## src/rtl/pipe_ctrl_if.sv

```systemverilog
// pipe_ctrl_if: stall/redirect requests from the pipeline and the per-stage controls returned to it
interface pipe_ctrl_if;
  logic        de_stall, jump_req, mul_start, ifu_bus_wait, lsu_bus_wait;
  logic [31:0] jump_addr, jump_addr_o;
  logic [3:0]  stall;
  logic        flush_de, bubble_alu, bubble_lsu, jump_en, mul_done, discard_fetch, busy;
  modport master (
    output de_stall, jump_req, jump_addr, mul_start, ifu_bus_wait, lsu_bus_wait,
    input  stall, flush_de, bubble_alu, bubble_lsu, jump_en, jump_addr_o, mul_done, discard_fetch, busy
  );
  modport slave (
    input  de_stall, jump_req, jump_addr, mul_start, ifu_bus_wait, lsu_bus_wait,
    output stall, flush_de, bubble_alu, bubble_lsu, jump_en, jump_addr_o, mul_done, discard_fetch, busy
  );
endinterface

```

## src/rtl/pipe_ctrl.sv

```systemverilog
// pipe_ctrl: 5-stage pipeline sequencer arbitrating stalls, redirects, multiply latency and stale-fetch discard
module pipe_ctrl #(
  parameter int MUL_LAT = 4,
  parameter int CNT_W   = 4
) (
  input  logic       clk,
  input  logic       rst_n,
  pipe_ctrl_if.slave bus
);
  typedef enum logic {RUN, MUL} state_t;
  localparam logic [CNT_W-1:0] CNT_INIT = CNT_W'(MUL_LAT - 2);
  state_t           state, state_nx;
  logic [CNT_W-1:0] cnt, cnt_nx;
  logic             fetch_kill, fetch_kill_nx, discard;
  logic [3:0]       stall;
  logic             flush_de, bubble_alu, bubble_lsu, jump_en, mul_done;
  always_ff @(posedge clk or negedge rst_n)
    if (!rst_n) begin
      state      <= RUN;
      cnt        <= '0;
      fetch_kill <= 1'b0;
    end else begin
      state      <= state_nx;
      cnt        <= cnt_nx;
      fetch_kill <= fetch_kill_nx;
    end
  always_comb begin
    state_nx   = state;
    cnt_nx     = cnt;
    stall      = 4'b0000;
    flush_de   = 1'b0;
    bubble_alu = 1'b0;
    bubble_lsu = 1'b0;
    jump_en    = 1'b0;
    mul_done   = 1'b0;
    if (state == MUL) begin
      if (bus.lsu_bus_wait) stall = 4'b1111;
      else if (cnt != '0) begin
        stall      = 4'b0111;
        bubble_lsu = 1'b1;
        cnt_nx     = cnt - 1'b1;
      end else begin
        mul_done = 1'b1;
        state_nx = RUN;
      end
    end else if (bus.lsu_bus_wait) stall = 4'b1111;
    else if (bus.jump_req) begin
      jump_en    = 1'b1;
      flush_de   = 1'b1;
      bubble_alu = 1'b1;
    end else if (bus.mul_start) begin
      stall      = 4'b0111;
      bubble_lsu = 1'b1;
      cnt_nx     = CNT_INIT;
      state_nx   = MUL;
    end else if (bus.de_stall) begin
      stall      = 4'b0011;
      bubble_alu = 1'b1;
    end else if (bus.ifu_bus_wait) begin
      stall    = 4'b0001;
      flush_de = 1'b1;
    end
  end
  // Only one fetch can be outstanding, so a second redirect simply keeps the kill armed
  assign discard       = fetch_kill & ~bus.ifu_bus_wait;
  assign fetch_kill_nx = (jump_en & bus.ifu_bus_wait) | (fetch_kill & ~discard);
  assign bus.stall         = stall;
  assign bus.flush_de      = flush_de;
  assign bus.bubble_alu    = bubble_alu;
  assign bus.bubble_lsu    = bubble_lsu;
  assign bus.jump_en       = jump_en;
  assign bus.jump_addr_o   = jump_en ? bus.jump_addr : 32'd0;
  assign bus.mul_done      = mul_done;
  assign bus.discard_fetch = discard;
  assign bus.busy          = (state == MUL) | fetch_kill;
endmodule

```

## src/flat_wrapper.sv

```systemverilog
// flat-port wrapper written by rule: the top's interface ports become plain ports
module pipe_ctrl_flat 
#(
  parameter int MUL_LAT = 4,
  parameter int CNT_W   = 4
)
  (clk, rst_n, bus_de_stall, bus_jump_req, bus_jump_addr, bus_mul_start, bus_ifu_bus_wait, bus_lsu_bus_wait, bus_stall, bus_flush_de, bus_bubble_alu, bus_bubble_lsu, bus_jump_en, bus_jump_addr_o, bus_mul_done, bus_discard_fetch, bus_busy);
  pipe_ctrl_if bus_i ();
  input  logic clk;
  input  logic rst_n;
  input wire logic [$bits(bus_i.de_stall)-1:0] bus_de_stall;
  input wire logic [$bits(bus_i.jump_req)-1:0] bus_jump_req;
  input wire logic [$bits(bus_i.jump_addr)-1:0] bus_jump_addr;
  input wire logic [$bits(bus_i.mul_start)-1:0] bus_mul_start;
  input wire logic [$bits(bus_i.ifu_bus_wait)-1:0] bus_ifu_bus_wait;
  input wire logic [$bits(bus_i.lsu_bus_wait)-1:0] bus_lsu_bus_wait;
  output wire logic [$bits(bus_i.stall)-1:0] bus_stall;
  output wire logic [$bits(bus_i.flush_de)-1:0] bus_flush_de;
  output wire logic [$bits(bus_i.bubble_alu)-1:0] bus_bubble_alu;
  output wire logic [$bits(bus_i.bubble_lsu)-1:0] bus_bubble_lsu;
  output wire logic [$bits(bus_i.jump_en)-1:0] bus_jump_en;
  output wire logic [$bits(bus_i.jump_addr_o)-1:0] bus_jump_addr_o;
  output wire logic [$bits(bus_i.mul_done)-1:0] bus_mul_done;
  output wire logic [$bits(bus_i.discard_fetch)-1:0] bus_discard_fetch;
  output wire logic [$bits(bus_i.busy)-1:0] bus_busy;
  assign bus_i.de_stall = bus_de_stall;
  assign bus_i.jump_req = bus_jump_req;
  assign bus_i.jump_addr = bus_jump_addr;
  assign bus_i.mul_start = bus_mul_start;
  assign bus_i.ifu_bus_wait = bus_ifu_bus_wait;
  assign bus_i.lsu_bus_wait = bus_lsu_bus_wait;
  assign bus_stall = bus_i.stall;
  assign bus_flush_de = bus_i.flush_de;
  assign bus_bubble_alu = bus_i.bubble_alu;
  assign bus_bubble_lsu = bus_i.bubble_lsu;
  assign bus_jump_en = bus_i.jump_en;
  assign bus_jump_addr_o = bus_i.jump_addr_o;
  assign bus_mul_done = bus_i.mul_done;
  assign bus_discard_fetch = bus_i.discard_fetch;
  assign bus_busy = bus_i.busy;
  pipe_ctrl #(.MUL_LAT(MUL_LAT), .CNT_W(CNT_W)) u_core (.clk(clk), .rst_n(rst_n), .bus(bus_i));
endmodule
```

## config.mk

```make
export PLATFORM = sky130hd
export DESIGN_NAME = pipe_ctrl_flat
export DESIGN_NICKNAME = d
export VERILOG_FILES = /design/src/rtl/pipe_ctrl_if.sv /design/src/rtl/pipe_ctrl.sv /design/src/flat_wrapper.sv
export SDC_FILE = /design/constraint.sdc
export NUM_CORES = 1
export LEC_CHECK = 0
export BUFFER_PORTS_ARGS = -buffer_cell sky130_fd_sc_hd__buf_2
export CAP_MARGIN = 15
export CORE_MARGIN = 2
export CORE_UTILIZATION = 24
export CTS_CLUSTER_SIZE = 20
export DETAILED_ROUTE_END_ITERATION = 10
export HOLD_SLACK_MARGIN = 0.15
export PLACE_DENSITY = 0.69
export SETUP_SLACK_MARGIN = 0.5
export SLEW_MARGIN = 20
export SYNTH_ARGS = -nofsm -noshare
export SYNTH_HDL_FRONTEND = slang
export SYNTH_SLANG_ARGS = --single-unit
```

## constraint.sdc

```tcl
create_clock -name clk -period 3.29 [get_ports clk]
set_input_delay 0.329 -clock clk [delete_from_list [all_inputs] [get_ports clk]]
set_output_delay 0.329 -clock clk [all_outputs]
set_load 0.005 [all_outputs]
```

==> metrics.md <==
| Metric | Value |
|---|---|
| Last element of the critical path | bus_jump_addr_o[31] |
| Post-synth design cell area | 686 um^2 |
| ANT cells | 0 |
| Post-route clock period utilization | 0.698 |
| Crit. Startpoint | u_core.state |
| DR pass1 iterations | 4 |
| Run status | finished, final reports clean |
| Post-placement cell area | roughly 1100 um^2 |
| Initial Util | 0.251 |
| Initial antenna violation count | 0 |
| Register area share after synthesis | 0.219 |
| Worst-path maximum fanout | 34 |
| Max clock buf depth | 2 |
| Cell area after layout | 1110 um^2 |
| Highest clock rate | between 0.4 and 0.5 GHz |
| Placed wire-length estimate after detailed placement | 1640 um |
| Full die area | ~3300 um^2 |
| Multiplexer share of the synthesized area | 0 |
| Synthesized instance count | 90 |
| CTS tree | built |
| Number of clock sinks | 6 |
| # setup viols final | 0 |
| Post-synth top area share | 0.292 |
| Area overhead of the layout relative to synthesis | 62.2% |
| # nets final | between 200 and 250 |
| Commonest non-fill, non-tap cells in the layout | sky130_fd_sc_hd__buf_2 (81), sky130_fd_sc_hd__and2_1 (32), sky130_fd_sc_hd__dfrtp_1 (6) |
| FF/Latch Area | around 150 um^2 |
| Total number of yosys warnings | 0 |
| Peak supply drop | 269 uV |
| Aggregate negative setup slack | 0 ns |
| Worst-case clock skew | just over 0.006 ns |
| Post-synthesis sequential element count | 6 |
| Pin count of the biggest net entering global routing | 35 |
| Number of design rule violations left after detail routing | 0 |
| Fillers | between 200 and 300 |
| Arrival time worst endpoint | 1.97 ns |
| Area occupied by multi-input gates | 463 um^2 |
| Pins over their slew limit | 0 |
| Worst slew pin tran | slightly below 0.8 ns |
| Power density cells | roughly 460 nW/um^2 |
| Io pins | a little over 80 |
| Most frequent standard cell in the layout excluding fill and tap cells | sky130_fd_sc_hd__buf_2 |
| HP Class | input port to flip-flop |
| Total power consumption of the routed design | between 500 and 600 uW |
| Kind of launch point of the worst setup path | flip-flop |
| TritonCTS buffer count | 3 |
| Count of input and output buffers | 81 |
| Syn Nets | 130 |
| Post-synth top area cell | sky130_fd_sc_hd__and2_1 |
| Count of endpoints failing hold in the final timing report | 0 |
| Cell types occupying the most area after synthesis | sky130_fd_sc_hd__and2_1 (29%), sky130_fd_sc_hd__dfrtp_1 (22%), sky130_fd_sc_hd__a21oi_1 (3.6%) |
| Horizontal die dimension | 57.5 um |
| Worst slew margin relative to its limit | 0.485 |
| Setup Fix Bufs, Post-CTS | 0 |
| Post-synthesis async set-or-reset flop share | 1.00 |
| Share of synthesized cell area in full adder, half adder and majority cells | 0.0182 |
| Max-Cap Viols | 0 |
| Synth Area in Compound Gates | 0.203 |
| Final wirelength | between 1500 and 2000 um |
| Remaining antenna violation count | 0 |
| Total number of H-tree levels | 1 |
| Area share of xor/xnor cells in the synthesized design | 0 |
| WP data required | between 2 and 3 ns |
| Unique cell type count in the Yosys netlist | 33 |
| Mean instance size in the synthesized netlist | 7.62 um^2 |
| Clock latency of the later-clocked register in the worst-skew pair | 0.24 ns |
| Post-route minimum period | approximately 2.3 ns |
| Dominant synthesized flop cell | sky130_fd_sc_hd__dfrtp_1 |
| Post-CTS Hold Buffers | 1 |
| Quantity of gates resized following cts | 0 |
| Routed len/inst | 10.1 um |
| Largest family of logic cells by synthesized area | simple AND/OR/NAND/NOR gates |
| Core Rows | 19 |
| Leftover overflow at the end of global routing | 0 |
| Path depth of the worst reg2reg path | 4 |
| Register-to-register setup slack | roughly 1.6 ns |
| Total GRT Usage | 0.105 |
| Endpoint kind of the worst setup timing path | primary output |
| Height of the chip | 57.5 um |
| First-pass GRT wire length | approximately 2800 um |
| Area of the placeable core | 2730 um^2 |
| Via count of the first global-routing pass | 667 |
| EDFF count, synth | 0 |
| DR vias | between 800 and 900 |
| Final estimated routing congestion in global placement | between 0.7 and 0.8 |
| Simple-gate portion of the synthesized area | 0.454 |
| Clock slew at the register clock pins of the worst setup and hold paths | 0.05 ns |
| Static power due to leakage | 0.000666 uW |
| Critical Setup Path Class | flip-flop to primary output |
| Cell at the root of the clock tree | sky130_fd_sc_hd__clkbuf_4 |
| Critical register-to-register path endpoint | u_core.cnt[0] |
| Share of cells above drive strength 1 | 0.533 |
| Unrepaired setup endpoints after global routing | no |
| Per-cell via count in the routed design | around 4.5 |
| Worst hold path depth | 2 |
| 1st-iter DRT viols | 34 |
| R2r startpoint | u_core.cnt[0] |
==> how the worst min path moves through the flow <==
stage	startpoint	endpoint	slack [ns]
after global routing	bus_ifu_bus_wait	u_core.fetch_kill	0.35
after global placement	rst_n	u_core.cnt[3]	0.16
after CTS	bus_ifu_bus_wait	u_core.fetch_kill	0.34
after detailed placement	rst_n	u_core.cnt[1]	0.16
final	bus_ifu_bus_wait	u_core.fetch_kill	0.36
after floorplan	rst_n	u_core.cnt[0]	0.03
==> stage by stage <==
stage | instances | util | hold WS (ns) | setup slack (ns)
after floorplan | 90 | - | 0.0334 | 1.57
after global placement | 194 | 0.395 | 0.161 | 1.28
after detailed placement | 194 | 0.395 | 0.164 | 1.26
after CTS | 198 | 0.407 | 0.343 | 1.00
after global routing | 198 | 0.407 | 0.352 | 0.823
final | 198 | 0.407 | 0.360 | 0.993
==> flip-flops by register name, indices dropped and copies added (netlist names) <==
name	flops
u_core.cnt	4
u_core.fetch_kill	1
u_core.state	1
==> worst max-delay path: stages (launching register included) <==
cell and delay (ns):
sky130_fd_sc_hd__dfrtp_1 0.49, sky130_fd_sc_hd__inv_1 0.21, sky130_fd_sc_hd__and3_1 0.69, sky130_fd_sc_hd__and2_1 0.22, sky130_fd_sc_hd__buf_2 0.11
==> synthesized netlist by cell type, types with 2 or more instances <==
| master | number |
|---|---|
| sky130_fd_sc_hd__and2_1 | 32 |
| sky130_fd_sc_hd__dfrtp_1 | 6 |
| sky130_fd_sc_hd__a21oi_1 | 5 |
| sky130_fd_sc_hd__inv_1 | 5 |
| sky130_fd_sc_hd__nor2_1 | 4 |
| sky130_fd_sc_hd__nor3_1 | 4 |
| sky130_fd_sc_hd__o31ai_1 | 3 |
| sky130_fd_sc_hd__buf_2 | 2 |
| sky130_fd_sc_hd__buf_4 | 2 |
| sky130_fd_sc_hd__clkbuf_2 | 2 |
| sky130_fd_sc_hd__nand2b_1 | 2 |
| sky130_fd_sc_hd__o2bb2ai_1 | 2 |
==> metal layers <==
metal / wire length (um) / vias up / global-route usage
met5: 0 / - / 0
met3: 233 / 4 / 0.0113
met1: 804 / 372 / 0.125
met2: 924 / 50 / 0.183
met4: 31 / 0 / 0.0598
li1: - / 456 / -
==> kinds of logic after synthesis <==
| logic type | count (synthesis) |
|---|---|
| compound gates | 18 |
| flops | 6 |
| fa+ha+maj | 1 |
| buf+inv | 14 |
| simple gates | 51 |
==> where the power goes <==
part / internal (uW) / switching, uW
Sequential: 107 / 53.2
Clock: 41.2 / 26.2
Combinational: 157 / 129
==> cell type report <==
class                           count  share of cell area
Timing Repair Buffer               82               0.373
Multi-Input combinational cell     70               0.416
Clock buffer                        3              0.0202
Inverter                            6              0.0202
Sequential cell                     6               0.135
Tap cell                           31              0.0349
Power figures use the tool's default switching activity.
